==> src/rtl/pc_gen_pkg.sv <==
// rtl/pc_gen_pkg.sv - shared constants and state type for the fetch-stage PC generator
package pc_gen_pkg;

  localparam logic RstEnable   = 1'b0;
  localparam logic ChipEnable  = 1'b1;
  localparam logic ChipDisable = 1'b0;

  localparam int          InstAddrW   = 32;
  localparam logic [31:0] DefResetVec = 32'h0000_0000;
  localparam int          InstBytes   = 4;

  typedef enum logic {
    PC_OFF = 1'b0,
    PC_RUN = 1'b1
  } pc_state_e;

endpackage

==> src/rtl/pc_redirect_buf.sv <==
// rtl/pc_redirect_buf.sv - one-entry buffer holding a branch target that arrived during a stall
module pc_redirect_buf
  import pc_gen_pkg::*;
#(
  parameter int W = InstAddrW
) (
  input  logic         clk,
  input  logic         rst,
  input  logic         load,
  input  logic [W-1:0] load_data,
  input  logic         consume,
  input  logic         clear,
  output logic         valid,
  output logic [W-1:0] data
);

  always_ff @(posedge clk) begin
    if (rst == RstEnable) begin
      valid <= 1'b0;
      data  <= '0;
    end else if (clear) begin
      valid <= 1'b0;
    end else if (load) begin
      // newest branch wins; an older buffered target is simply overwritten
      valid <= 1'b1;
      data  <= load_data;
    end else if (consume) begin
      valid <= 1'b0;
    end
  end

endmodule

==> src/rtl/pc_gen.sv <==
// rtl/pc_gen.sv - fetch-stage program counter with stall, flush, branch and buffered-branch redirect
module pc_gen
  import pc_gen_pkg::*;
#(
  parameter int                ADDR_W     = InstAddrW,
  parameter logic [ADDR_W-1:0] RESET_VEC  = ADDR_W'(DefResetVec),
  parameter int                INST_BYTES = InstBytes
) (
  input  logic              clk,
  input  logic              rst,
  input  logic              stall,
  input  logic              flush,
  input  logic [ADDR_W-1:0] flush_pc,
  input  logic              branch_valid,
  input  logic [ADDR_W-1:0] branch_target,
  output logic [ADDR_W-1:0] pc,
  output logic              ce,
  output logic              branch_pending,
  output logic              addr_err
);

  localparam int ALIGN = $clog2(INST_BYTES);

  pc_state_e         state_q, state_d;
  logic [ADDR_W-1:0] pc_d;
  logic [ADDR_W-1:0] pend_tgt;
  logic              buf_load, buf_consume, buf_clear;

  pc_redirect_buf #(.W(ADDR_W)) u_buf (
    .clk       (clk),
    .rst       (rst),
    .load      (buf_load),
    .load_data (branch_target),
    .consume   (buf_consume),
    .clear     (buf_clear),
    .valid     (branch_pending),
    .data      (pend_tgt)
  );

  always_ff @(posedge clk) begin
    if (rst == RstEnable) begin
      state_q <= PC_OFF;
      ce      <= ChipDisable;
      pc      <= RESET_VEC;
    end else begin
      state_q <= state_d;
      ce      <= (state_d == PC_RUN) ? ChipEnable : ChipDisable;
      pc      <= pc_d;
    end
  end

  always_comb begin
    state_d     = state_q;
    pc_d        = pc;
    buf_load    = 1'b0;
    buf_consume = 1'b0;
    buf_clear   = 1'b0;
    case (state_q)
      PC_OFF: begin
        // first fetch is RESET_VEC itself, so pc is left untouched here
        state_d = PC_RUN;
      end
      PC_RUN: begin
        if (flush) begin
          pc_d      = flush_pc;
          buf_clear = 1'b1;
        end else if (stall) begin
          buf_load = branch_valid;
        end else if (branch_valid) begin
          pc_d      = branch_target;
          buf_clear = 1'b1;
        end else if (branch_pending) begin
          pc_d        = pend_tgt;
          buf_consume = 1'b1;
        end else begin
          pc_d = pc + ADDR_W'(INST_BYTES);
        end
      end
      default: state_d = PC_OFF;
    endcase
  end

  generate
    if (ALIGN == 0) begin : g_no_align
      assign addr_err = 1'b0;
    end else begin : g_align
      assign addr_err = ce & (|pc[ALIGN-1:0]);
    end
  endgenerate

endmodule
==> config.mk <==
export PLATFORM = sky130hd
export DESIGN_NAME = pc_gen
export DESIGN_NICKNAME = d
export VERILOG_FILES = /design/src/rtl/pc_gen_pkg.sv /design/src/rtl/pc_redirect_buf.sv /design/src/rtl/pc_gen.sv
export SDC_FILE = /design/constraint.sdc
export NUM_CORES = 1
export LEC_CHECK = 0
export ABC_AREA = 1
export BUFFER_PORTS_ARGS = -buffer_cell sky130_fd_sc_hd__buf_2
export CORE_ASPECT_RATIO = 1.2
export CORE_MARGIN = 1
export CORE_UTILIZATION = 40
export DETAILED_ROUTE_END_ITERATION = 8
export HOLD_SLACK_MARGIN = 0.05
export PLACE_DENSITY = 0.65
export SYNTH_ARGS = -nofsm -noshare
export SYNTH_HDL_FRONTEND = slang
export SYNTH_SLANG_ARGS = --single-unit
==> constraint.sdc <==
create_clock -name clk -period 1.4 [get_ports clk]
set_input_delay 0.14 -clock clk [delete_from_list [all_inputs] [get_ports clk]]
set_output_delay 0.14 -clock clk [all_outputs]
set_load 0.005 [all_outputs]
==> qor.txt <==
vias in the first global route = 4868
die height = 113 um
synth warn = 0
total number of vias = 5155
Syn-to-layout area delta = 49.6%
Global Route Usage Sum = 27.2%
Seq/Total Area, Yosys = 32.2%
Synth Area in Simple Gates = 39.1%
Initial Util = 40.9%
wire per inst = 14.1 um
# IOs = 104
pre-CTS WS = -0.264 ns
total congestion overflow = 0
Vias/cell = 5.10
maximum vdd drop = 515 uV
layout cells sized above 1 = 33.4%
reg2reg setup slack = -0.17 ns
First-pass DRT Iterations = 5
Mapped Cells = 701
IO Port Bufs = 103
Root Driver = clkbuf_16
sequential power share = 36.1%
RSZ-0062 raised after global routing = yes
top-area cell type share of the netlist area = 32.2%
fin nets = 950
Worst slew margin = 74.0%
Power Density = 933 nW/um^2
Max Freq = 639 MHz
Worst-path clk slew = 0.06 ns
largest family of logic cells by synthesized area = simple AND/OR/NAND/NOR gates
area fraction in compound gates after synthesis = 18.8%
Avg Inst Size Synth = 5.85 um^2
Critical Path End Type = flip-flop
crit share post-route = 112%
switching portion of total power = 26.7%
H-tree depth = 3
Mapped Area = 4100 um^2
max-cap violations = 0
part of the power in combinational logic = 18.0%
Sw Pwr = 1.53 mW
Yosys top cell by area = dfxtp_1
core box area = 10000 um^2
Rows = 40
CP Max Fanout = 4
fill count = 975
crit path launch = pc[10]$_SDFFE_PN0P_
Clock power frac = 45.9%
DRC = 0
CTS tree = yes
first-pass GRT wire length = 22600 um
FF/Latch Area = 1360 um^2
Horiz. Die Dim = 94.4 um
Tmin final = 1.57 ns
Startpoint Class = flip-flop
RR Startpoint = pc[10]$_SDFFE_PN0P_
routability congestion estimate = 0.949
post-synthesis adder-cell area fraction = 0.305%
initial antenna violation count = 0
ANT nets after route = 0
Tightest Pin Transition = 0.390 ns
Distinct cells, synth = 29
Int Pwr = 4.19 mW
Synth Register Bits = 66
routed wire length = 14300 um
setup ws final = -0.166 ns
max-slew violation count = 0
fin util = 61.3%
Hold Fails Final Rpt = 0
clk buf depth = 2
multi-input logic area = 2700 um^2
maximum number of pins on one net before global-route repair = 39
failing checks = setup timing
worst setup path endpoint = pc[16]$_SDFFE_PN0P_
top post-synthesis cells by area = dfxtp_1 32%, nand2_1 16%, nor2_1 15%, a21oi_1 8.7%, o21ai_0 7.4%
outcome = finished with violations
Worst-Skew Late Latency = 0.34 ns
reg2reg path depth = 10
clock buffer count from CTS = 9
Required @ worst endpoint = 1.66 ns
mux contribution to synthesized area = 0%
CTS sink count = 66
XOR/XNOR Fraction of Synth Area = 1.50%
Leak Pwr = 2.85 nW
final setup fails = 22
Die ar. = 10700 um^2
hold path cells = 3
crit path DAT = 1.83 ns
post-DP HPWL = 10100 um
worst hold-check path type = in2reg
iteration-0 DRC count of the detailed router = 319
worst reg2reg endpoint = pc[16]$_SDFFE_PN0P_
Mapped Nets = 771
Clock Skew = 0.00451 ns
critical path type = reg2reg
Ant. Diodes = 0
synth_stat cells (all sizes together):
library cell / instances
xor2: 2
nand2: 174
o21ai: 63
o221ai: 1
clkbuf: 25
inv: 48
buf: 11
o211ai: 6
nand3b: 1
o21a: 1
xnor2: 5
nor3: 6
dfxtp: 66
nand3: 36
clkinv: 2
nand4: 4
a21oi: 71
ha: 1
a211oi: 4
nor2: 173
o21bai: 1
worst max-delay path: stages, from the launching register on:
cell     delay, ns
dfxtp_2       0.36
nand2_1       0.12
nor2_2        0.18
nand2_1       0.12
nor2_4        0.20
nand2_1       0.07
nand2_1       0.06
nor2_1        0.05
o21ai_1       0.14
nand2_1       0.06
a21oi_1       0.13
stage by stage:
stage                     hold WS, ns  std cells  setup TNS, ns  power [mW]  cell area (um^2)
final                          0.0562       1011          -1.75        5.72              6130
after global routing           0.0690       1011          -4.49        5.96              6130
after CTS                      0.0502       1005          -1.61        5.71              5920
after detailed placement        0.365        968          -3.39        3.04              5270
after global placement          0.345        968          -2.58        3.02              5270
after floorplan                 0.168        701        -0.0127        2.55              4130
cells by family after synthesis:
logic type,count (synthesis)
flops,66
simple gates,394
compound gates,147
fa+ha+maj,1
buf+inv,86
xor+xnor,7
flip-flops by register name, summed over array words and instances (netlist names):
name and count:
pc 32, u_buf.data 32, state_q 1, u_buf.valid 1
what timing repair did:
item,CTS,global route
resized for setup,50,56
endpoints found under the setup margin,28,37
hold endpoints to repair,15,0
hold buffers,15,0
buffers inserted,6,6
pin swaps,12,30
worst min path at each step:
stage / from / to / slack, ns
floorplan: rst / state_q$_DFF_P_ / 0.17
global placement: rst / state_q$_DFF_P_ / 0.35
detailed placement: rst / state_q$_DFF_P_ / 0.36
CTS: branch_target[20] / u_buf.data[20]$_SDFFE_PN0P_ / 0.05
global route: branch_target[9] / u_buf.data[9]$_SDFFE_PN0P_ / 0.07
finish: branch_target[20] / u_buf.data[20]$_SDFFE_PN0P_ / 0.06
area by class of cell:
type                            instances  share of cell area, %
Timing Repair Buffer                  204                   22.6
Multi-Input combinational cell        549                   44.0
Clock buffer                            9                   3.67
Clock inverter                          7                   1.92
Sequential cell                        66                   22.2
Tap cell                              126                   2.57
Inverter                               50                   3.08
routing by layer:
layer  GRT usage (%)  up-vias  wire length (um)
met4            9.74        0               274
met1            32.5     2372              5940
met3            4.57       21               781
met2            48.2      152              7310
met5               0        -                 0
li1                -     2610                 -
power by group through the flow:
| stage | registers [mW] | clock network [mW] | logic (mW) |
|---|---|---|---|
| after floorplan | 2.11 | 0 | 0.445 |
| after global placement | 2.09 | 0 | 0.932 |
| after detailed placement | 2.09 | 0 | 0.943 |
| after CTS | 2.06 | 2.66 | 0.997 |
| after global routing | 2.08 | 2.74 | 1.14 |
| final | 2.06 | 2.63 | 1.03 |
placed cells by master (no fill, tap or decap), types with 5 or more instances in the layout:
cell             n
buf_2          103
nand2_1        155
dfxtp_1         47
nor2_1         144
nor2_4          12
buf_6            6
nand3_1         30
o211ai_1         6
nand2_2         16
o21ai_0         48
inv_2            6
buf_4           76
o21ai_1         14
nand3_2          5
dfxtp_2         13
dfxtp_4          6
clkbuf_16        9
inv_1           42
nor2_2          17
a21oi_1         67
dlygate4sd3_1   15
No activity file was read; power rests on OpenSTA's default activity.
